--- src/rtl/m_lat_rf_pkg.sv ---
// Shared types for the latch register-file write sequencer: FSM state encoding and helpers.
// Optional read forwarding is enabled elsewhere by defining M_LAT_RF_FWD_EN.
package m_lat_rf_pkg;

  localparam int ST_W = 2;

  typedef enum logic [ST_W-1:0] {
    ST_IDLE  = 2'd0,
    ST_SETUP = 2'd1,
    ST_GATE  = 2'd2,
    ST_HOLD  = 2'd3
  } st_e;

  // A new write may be taken while idle or while the previous row is in its D-hold cycle.
  function automatic logic can_accept(input st_e st);
    return (st == ST_IDLE) || (st == ST_HOLD);
  endfunction

endpackage

--- src/rtl/m_lat_rf_gate_dec.sv ---
// Registered address -> one-hot row-gate decoder; out-of-range addresses never open a gate.
// Output comes straight from flops so the latch G pins see no decode glitches.
module m_lat_rf_gate_dec
  import m_lat_rf_pkg::*;
#(
  parameter int DEPTH = 16,
  parameter int AW    = 4
) (
  input  logic             clk,
  input  logic             rst,
  input  logic             en,
  input  logic [AW-1:0]    addr,
  output logic [DEPTH-1:0] g
);

  logic             in_range_s;
  logic [DEPTH-1:0] g_nxt_s;
  logic [DEPTH-1:0] g_r;

  assign in_range_s = ({1'b0, addr} < (AW+1)'(DEPTH));

  // one-hot decode of the staged row, gated by enable and range
  always_comb begin
    g_nxt_s = '0;
    for (int r = 0; r < DEPTH; r++) begin
      g_nxt_s[r] = en & in_range_s & (addr == AW'(r));
    end
  end

  // gate register
  always_ff @(posedge clk) begin
    if (rst) begin
      g_r <= '0;
    end else begin
      g_r <= g_nxt_s;
    end
  end

  assign g = g_r;

endmodule

--- src/rtl/m_lat_rf_ctrl.sv ---
// Write sequencer and registered read port for a DEPTH x DW latch-array register file.
// Define M_LAT_RF_FWD_EN to forward the in-flight write word to a matching read.
module m_lat_rf_ctrl
  import m_lat_rf_pkg::*;
#(
  parameter int DEPTH = 16,
  parameter int DW    = 32,
  parameter int AW    = 4
) (
  input  logic                clk,
  input  logic                rst,
  input  logic                wr_valid,
  output logic                wr_ready,
  input  logic [AW-1:0]       wr_addr,
  input  logic [DW-1:0]       wr_data,
  output logic                busy,
  output logic [DEPTH-1:0]    lat_g,
  output logic [DW-1:0]       lat_d,
  input  logic [DEPTH*DW-1:0] lat_q,
  input  logic [AW-1:0]       rd_addr,
  output logic [DW-1:0]       rd_data
);

  st_e           state_r;
  st_e           state_nxt_s;
  logic          wr_ready_r;
  logic          busy_r;
  logic          accept_s;
  logic          gate_en_s;
  logic [AW-1:0] stg_addr_r;
  logic [DW-1:0] lat_d_r;
  logic [DW-1:0] rd_row_s;
  logic [DW-1:0] rd_nxt_s;
  logic [DW-1:0] rd_data_r;
  logic          rd_in_range_s;
  logic          fwd_hit_s;

  assign accept_s = wr_valid & wr_ready_r;

  // next-state logic: SETUP, GATE and HOLD each last exactly one cycle
  always_comb begin
    state_nxt_s = state_r;
    case (state_r)
      ST_IDLE: begin
        if (accept_s) begin
          state_nxt_s = ST_SETUP;
        end else begin
          state_nxt_s = ST_IDLE;
        end
      end
      ST_SETUP: state_nxt_s = ST_GATE;
      ST_GATE:  state_nxt_s = ST_HOLD;
      ST_HOLD: begin
        if (accept_s) begin
          state_nxt_s = ST_SETUP;
        end else begin
          state_nxt_s = ST_IDLE;
        end
      end
      default: state_nxt_s = ST_IDLE;
    endcase
  end

  // state plus handshake/status flags registered from the next state
  always_ff @(posedge clk) begin
    if (rst) begin
      state_r    <= ST_IDLE;
      wr_ready_r <= 1'b1;
      busy_r     <= 1'b0;
    end else begin
      state_r    <= state_nxt_s;
      wr_ready_r <= can_accept(state_nxt_s);
      busy_r     <= (state_nxt_s != ST_IDLE);
    end
  end

  // staging flops: D only moves on an accept edge, never while a gate is open
  always_ff @(posedge clk) begin
    if (rst) begin
      stg_addr_r <= '0;
      lat_d_r    <= '0;
    end else if (accept_s) begin
      stg_addr_r <= wr_addr;
      lat_d_r    <= wr_data;
    end else begin
      stg_addr_r <= stg_addr_r;
      lat_d_r    <= lat_d_r;
    end
  end

  // The gate register is loaded when entering GATE, so G is high for that one cycle only.
  assign gate_en_s = (state_nxt_s == ST_GATE);

  m_lat_rf_gate_dec #(
    .DEPTH (DEPTH),
    .AW    (AW)
  ) u_gate_dec (
    .clk  (clk),
    .rst  (rst),
    .en   (gate_en_s),
    .addr (stg_addr_r),
    .g    (lat_g)
  );

  assign rd_in_range_s = ({1'b0, rd_addr} < (AW+1)'(DEPTH));

`ifdef M_LAT_RF_FWD_EN
  logic stg_in_range_s;
  assign stg_in_range_s = ({1'b0, stg_addr_r} < (AW+1)'(DEPTH));
  assign fwd_hit_s      = busy_r & stg_in_range_s & (rd_addr == stg_addr_r);
`else
  assign fwd_hit_s      = 1'b0;
`endif

  // read row select from the flattened latch outputs
  always_comb begin
    rd_row_s = '0;
    for (int r = 0; r < DEPTH; r++) begin
      rd_row_s = (rd_addr == AW'(r)) ? lat_q[r*DW +: DW] : rd_row_s;
    end
  end

  // read data source: out-of-range -> zero, forwarded word, or latch row
  always_comb begin
    rd_nxt_s = '0;
    if (!rd_in_range_s) begin
      rd_nxt_s = '0;
    end else if (fwd_hit_s) begin
      rd_nxt_s = lat_d_r;
    end else begin
      rd_nxt_s = rd_row_s;
    end
  end

  // registered read port
  always_ff @(posedge clk) begin
    if (rst) begin
      rd_data_r <= '0;
    end else begin
      rd_data_r <= rd_nxt_s;
    end
  end

  assign wr_ready = wr_ready_r;
  assign busy     = busy_r;
  assign lat_d    = lat_d_r;
  assign rd_data  = rd_data_r;

endmodule
--- config.mk ---
export PLATFORM = sky130hd
export DESIGN_NAME = m_lat_rf_ctrl
export DESIGN_NICKNAME = d
export VERILOG_FILES = /design/src/rtl/m_lat_rf_pkg.sv /design/src/rtl/m_lat_rf_gate_dec.sv /design/src/rtl/m_lat_rf_ctrl.sv
export SDC_FILE = /design/constraint.sdc
export NUM_CORES = 1
export LEC_CHECK = 0
export ABC_CLOCK_PERIOD_IN_PS = 2300
export BUFFER_PORTS_ARGS = -buffer_cell sky130_fd_sc_hd__clkbuf_2
export CAP_MARGIN = 20
export CORE_AREA = 2 2 246 248
export CTS_BUF_LIST = sky130_fd_sc_hd__clkbuf_4 sky130_fd_sc_hd__clkbuf_8
export CTS_CLUSTER_DIAMETER = 50
export DETAILED_ROUTE_END_ITERATION = 6
export DIE_AREA = 0 0 248 250
export GPL_TIMING_DRIVEN = 0
export PLACE_DENSITY = 0.43
export SYNTH_ARGS = -nofsm -noshare
export SYNTH_HDL_FRONTEND = slang
export SYNTH_HIERARCHICAL = 1
export SYNTH_SLANG_ARGS = --single-unit
export TNS_END_PERCENT = 100
--- constraint.sdc ---
create_clock -name clk -period 2.3 [get_ports clk]
set_clock_uncertainty 0.15 [all_clocks]
set_input_delay 0.345 -clock clk [delete_from_list [all_inputs] [get_ports clk]]
set_output_delay 0.345 -clock clk [all_outputs]
set_load 0.01 [all_outputs]
; ---- Word-level counts from Yosys, hierarchy flattened
; Index checks and enable logic that the tools add are counted.
[totals]
reg_bits = 88
latch_bits = 0
ramBits = 0
romBits = 0
input_bits = 555
out_inout_bits = 82
wordCells = 84
mem_count = 0
[op_classes]
add_sub_neg = 0
n_mul = 0
n_div = 0
magnitude_cmp = 0
eq_ne = 35
n_shift = 0
muxes = 18
n_bitwise = 17
reduce_logical = 7
[op_table]
columns = op, count
row1 = two-way mux 32 bit, 16
row2 = "equality test 4 bit, second input constant", 16
row3 = "equality test 4 x 3 -> 1 bit, second input constant", 8
row4 = AND 1 bit, 17
row5 = "equality test 4 x 2 -> 1 bit, second input constant", 4
row6 = "equality test 2 bit, second input constant", 4
row7 = "equality test 4 x 1 -> 1 bit, second input constant", 2
row8 = logical NOT 4 bit, 2
row9 = one-hot mux 2 bit (3 select lines), 1
row10 = logical NOT 2 bit, 2
row11 = "equality test 2 x 1 -> 1 bit, second input constant", 1
row12 = nonzero test 2 bit, 1
row13 = OR reduction 2 bit, 1
row14 = logical OR 1 bit, 1
row15 = two-way mux 1 bit, 1

; ---- Longest topological paths before layout
[logic_depth]
depth_word = 17
ltp_mapped = 9
mapped_depth_nobuf = 6

; ---- By module
; Netlist, hierarchy kept.
[by_module_without_submodules]
columns = module, n_inst, cells_each, area_per_inst_um2, seq_area_each_um2
row1 = m_lat_rf_ctrl, 1, 942, 7267.0, 1441.4
row2 = m_lat_rf_gate_dec, 1, 39, 451.7, 320.3

; ---- Worst setup path after synthesis
; OpenSTA, ideal clock, no wires.
[synth_path]
path_type = input-to-reg
start = input rd_addr[1]
end = register rd_data_r[29] (netlist: rd_data[29])
setup_time_ps = 131
arrival_ps = 1637
required_time_ps = 2019
setup_slack_ps = 382
cell_stages = 8
n_path_buf = 5
cell_sequence = buf_6 > buf_8 > buf_4 > buf_2 > buf_2 > mux4_2 > a22oi_1 > o41ai_1
[synth_between]
elab_chain_cells = 17
elab_cells_between_ends = 32
cone_classes = eq/ne: 15 / mux: 16 / reduce/logical: 1
[synth_rtl]
columns = element, line
row1 = "start, declared", m_lat_rf_ctrl.sv:20  ; input logic [AW-1:0] rd_addr,
row2 = logical NOT 4 bit, m_lat_rf_ctrl.sv:119  ; rd_row_s = (rd_addr == AW'(r)) ? lat_q[r*DW +: DW] : rd_row_s;
row3 = two-way mux 32 bit (15 in series), m_lat_rf_ctrl.sv:119
row4 = two-way mux 32 bit (*), m_lat_rf_ctrl.sv:119
row5 = "end signal, assigned", m_lat_rf_ctrl.sv:140  ; rd_data_r <= rd_nxt_s;
row6 = "end, declared", m_lat_rf_ctrl.sv:34  ; logic [DW-1:0] rd_data_r;
; Mark *: on every way between the ends. The rest lies on a longest branch, timed or not.
; A chain may end at the register's enable or synchronous reset.

; ---- Final worst setup path
[layout_path]
start = input rd_addr[1]
end = register rd_data_r[4] (netlist: rd_data[4])
; Same word-level chain as after synthesis.

==> results.sh <==
export IMPL_crit_path_max_fanout=10
export IMPL_grt_max_degree=20
export IMPL_antenna_found_initial=14
export IMPL_finalHoldViolations=0
export IMPL_routabilityCongestion=0.852
export IMPL_worst_slew_pin_slew_ns=0.977
export IMPL_io_buffers=634
export IMPL_fmax_mhz=427
export IMPL_critical_path_class="in -> reg"
export IMPL_synth_nets=1540
export IMPL_start_util_pct=13.0
export IMPL_start_kind="primary input"
export IMPL_hp_class="in -> reg"
export IMPL_cp_cell_sequence="buf_6 -> buf_6 -> buf_2 -> mux2i_1 -> o32a_1 -> a21oi_1 -> o211ai_1 -> a211oi_1"
export IMPL_relSlewSlack_pct=34.8
export IMPL_die_w_um=248
export IMPL_ys_types=71
export IMPL_finalPower_w=0.00559
export IMPL_drt_iter0_drc=726
export IMPL_post_route_util_pct=21.2
export IMPL_drv_cap=0
export IMPL_hpwlAfterDp_um=61300
export IMPL_dp_slack_ns=-1.04
export IMPL_synthFlopType="dfxtp_1"
export IMPL_clk_pin_slew_ns=0.14
export IMPL_root_buffer="clkbuf_8"
export IMPL_r2r_worst_path_cells=6
export IMPL_grt_setup_unrepaired="false"
export IMPL_final_area_sq_um=12600
export IMPL_cpMaxStageDelayCell="mux2i_1"
export IMPL_final_cell_mix="646 x clkbuf_2, 133 x a21oi_1, 113 x nand2_1"
export IMPL_syn_area_per_cell_sq_um=7.87
export IMPL_grt_first_pass_wirelength_um=97500
export IMPL_holdWs_ns=0.0498
export IMPL_viasPerCell=4.69
export IMPL_final_common_cell="clkbuf_2"
export IMPL_multi_input_comb_area_sq_um=5320
export IMPL_violations="negative setup slack"
export IMPL_finalSetupViolations=3
export IMPL_cts_buffers=9
export IMPL_clkSinkCount=88
export IMPL_drcViolationCount=0
export IMPL_outcome="complete, but fails checks"
export IMPL_vdd_drop_max_uv=235
export IMPL_grt_use_total_pct=23.3
export IMPL_post_drt_wl_per_cell_um=30.4
export IMPL_nets=2233
export IMPL_synth_top_area_share_pct=22.8
export IMPL_ys_warn_count=6
export IMPL_fillCellCount=6786
export IMPL_dr_total_vias=11600
export IMPL_slowest_delay_ns=0.61
export IMPL_placement_rows=90
export IMPL_dieHeight_um=250
export IMPL_grt_overflow=0
export IMPL_drive_gt1_share_pct=48.7
export IMPL_period_share_pct=102
export IMPL_endpoint_kind="flop"
export IMPL_synth_area_leaders="dfxtp_1 23%, a21oi_1 8.6%, mux2i_1 7.1%, mux2_2 6.4%, nand2_1 5.5%"
export IMPL_core_sq_um=59600
export IMPL_ys_seq_area_share_pct=22.8
export IMPL_crit_top_cell="buf_6"
export IMPL_worst_ep_required_time_ns=2.48
export IMPL_area_growth_pct=63.7
export IMPL_ff_latch_area_sq_um=1760
export IMPL_min_period_ns=2.34
export IMPL_grt_pass1_vias=11900
export IMPL_synth_area_sq_um=7720
export IMPL_holdPathStages=3
export IMPL_wirelength_um=74800
export IMPL_worstPathArrival_ns=2.53
export IMPL_htreeDepth=3
export IMPL_p_per_area_nw_per_um2=443
export IMPL_die_area_sq_um=62000
export IMPL_clockBufferDepth=2
export IMPL_yosysTopAreaCell="dfxtp_1"
export IMPL_dpl_cell_area_sq_um=11900
export IMPL_ant_nets=0
export IMPL_synth_cells=981
export IMPL_report_final_slew_viol_count=0
export IMPL_synthArstFlopShare_pct=0
export IMPL_power_leakage_nw=5.92
export IMPL_worstSkewPairLatency_ns=0.44
export IMPL_ys_ff_latch=88
export IMPL_cts_tree="done"
export IMPL_first_pass_iters=5
export IMPL_finalWorstSetupSlack_ns=-0.0444
export IMPL_synth_edf_count=0
export IMPL_io_pin_count=637
## worst paths after layout
path | startpoint | endpoint | slack (ns)
hold / removal | lat_q[458] | rd_data[10] | 0.05
setup reg to reg | wr_ready | wr_ready | 0.28
setup / recovery | rd_addr[1] | rd_data[4] | -0.04
hold reg to reg | lat_d[31] | lat_d[31] | 0.31
## where the power goes
| group | internal [W] | switching, W | leakage [nW] |
|---|---|---|---|
| Combinational | 0.00108 | 0.00150 | 5.10 |
| Sequential | 0.00169 | 0.0000796 | 0.724 |
| Clock | 0.000417 | 0.000833 | 0.0941 |
| Total | 0.00318 | 0.00241 | 5.92 |
## cells in the mapped netlist, types with 8 or more instances
library cell	n
nor2_1	81
buf_1	8
a211oi_1	14
nor3_1	9
nand2_1	114
nand2b_1	13
a32oi_1	9
mux2_2	44
buf_6	16
dfxtp_1	88
a221o_1	10
o21ai_0	45
o211ai_1	10
o221ai_1	12
mux4_2	16
inv_1	13
a22o_1	8
a21oi_1	133
nor2b_1	14
clkbuf_1	24
o22ai_1	41
a221oi_1	21
a22oi_1	22
mux2i_1	55
buf_2	41
## sequential cells by signal, indices dropped and copies added, names as in the netlist
signal	cells
wr_ready	1
state_r	2
busy	1
lat_d	32
u_gate_dec/g	16
stg_addr_r	4
rd_data	32
## stage by stage
step	cells	TNS, ns
detailed placement	2402	-37.13
global route	2463	0
floorplan	981	0
finish	2465	-0.0701
global placement	2397	-55.71
CTS	2458	0
## critical path: cells and delay by family
kind                   cells  cell delay [ns]
muxes                      1             0.61
AOI/OAI and AO/OA          4             0.72
buffers and inverters      3             0.83
## repair_timing
| item | CTS | global route |
|---|---|---|
| endpoints found under the setup margin | 37 | 10 |
| hold buffers | 42 | 0 |
| setup buffers | 0 | 3 |
| resized for setup | 24 | 12 |
| endpoints found under the hold margin | 42 | 0 |
| pin swaps | 0 | 1 |
## layout make-up
| type | count | share of cell area [%] |
|---|---|---|
| antenna | 4 | 0.0792 |
| buffer | 98 | 5.10 |
| clock buffer | 9 | 0.980 |
| clock inverter | 7 | 0.485 |
| inverter | 14 | 0.416 |
| multi-input combinational | 779 | 42.1 |
| sequential | 88 | 13.9 |
| tap | 782 | 7.74 |
| timing repair buffer | 684 | 29.2 |
## kinds of logic (layout without fill, tap and decap cells)
logic type / count (synthesis) / count (layout) / synth area share (%)
AOI/OAI and AO/OA: 396 / 396 / 34.3
adders and majority gates: 4 / 4 / 0.648
buffers and inverters: 114 / 812 / 8.49
DFF: 88 / 88 / 22.8
muxes: 115 / 115 / 18.2
other: 0 / 4 / 0
and+or+nand+nor: 264 / 264 / 15.6
## per-layer routing
metal  up-vias  GRT usage (%)  routed length [um]
met3        97           4.97                5700
met2       666           38.9               35200
met4        14           7.49                2040
met1      5668           29.7               31800
met5         -              0                  89
li1       5122              -                   -
Power figures use the tool's default switching activity.
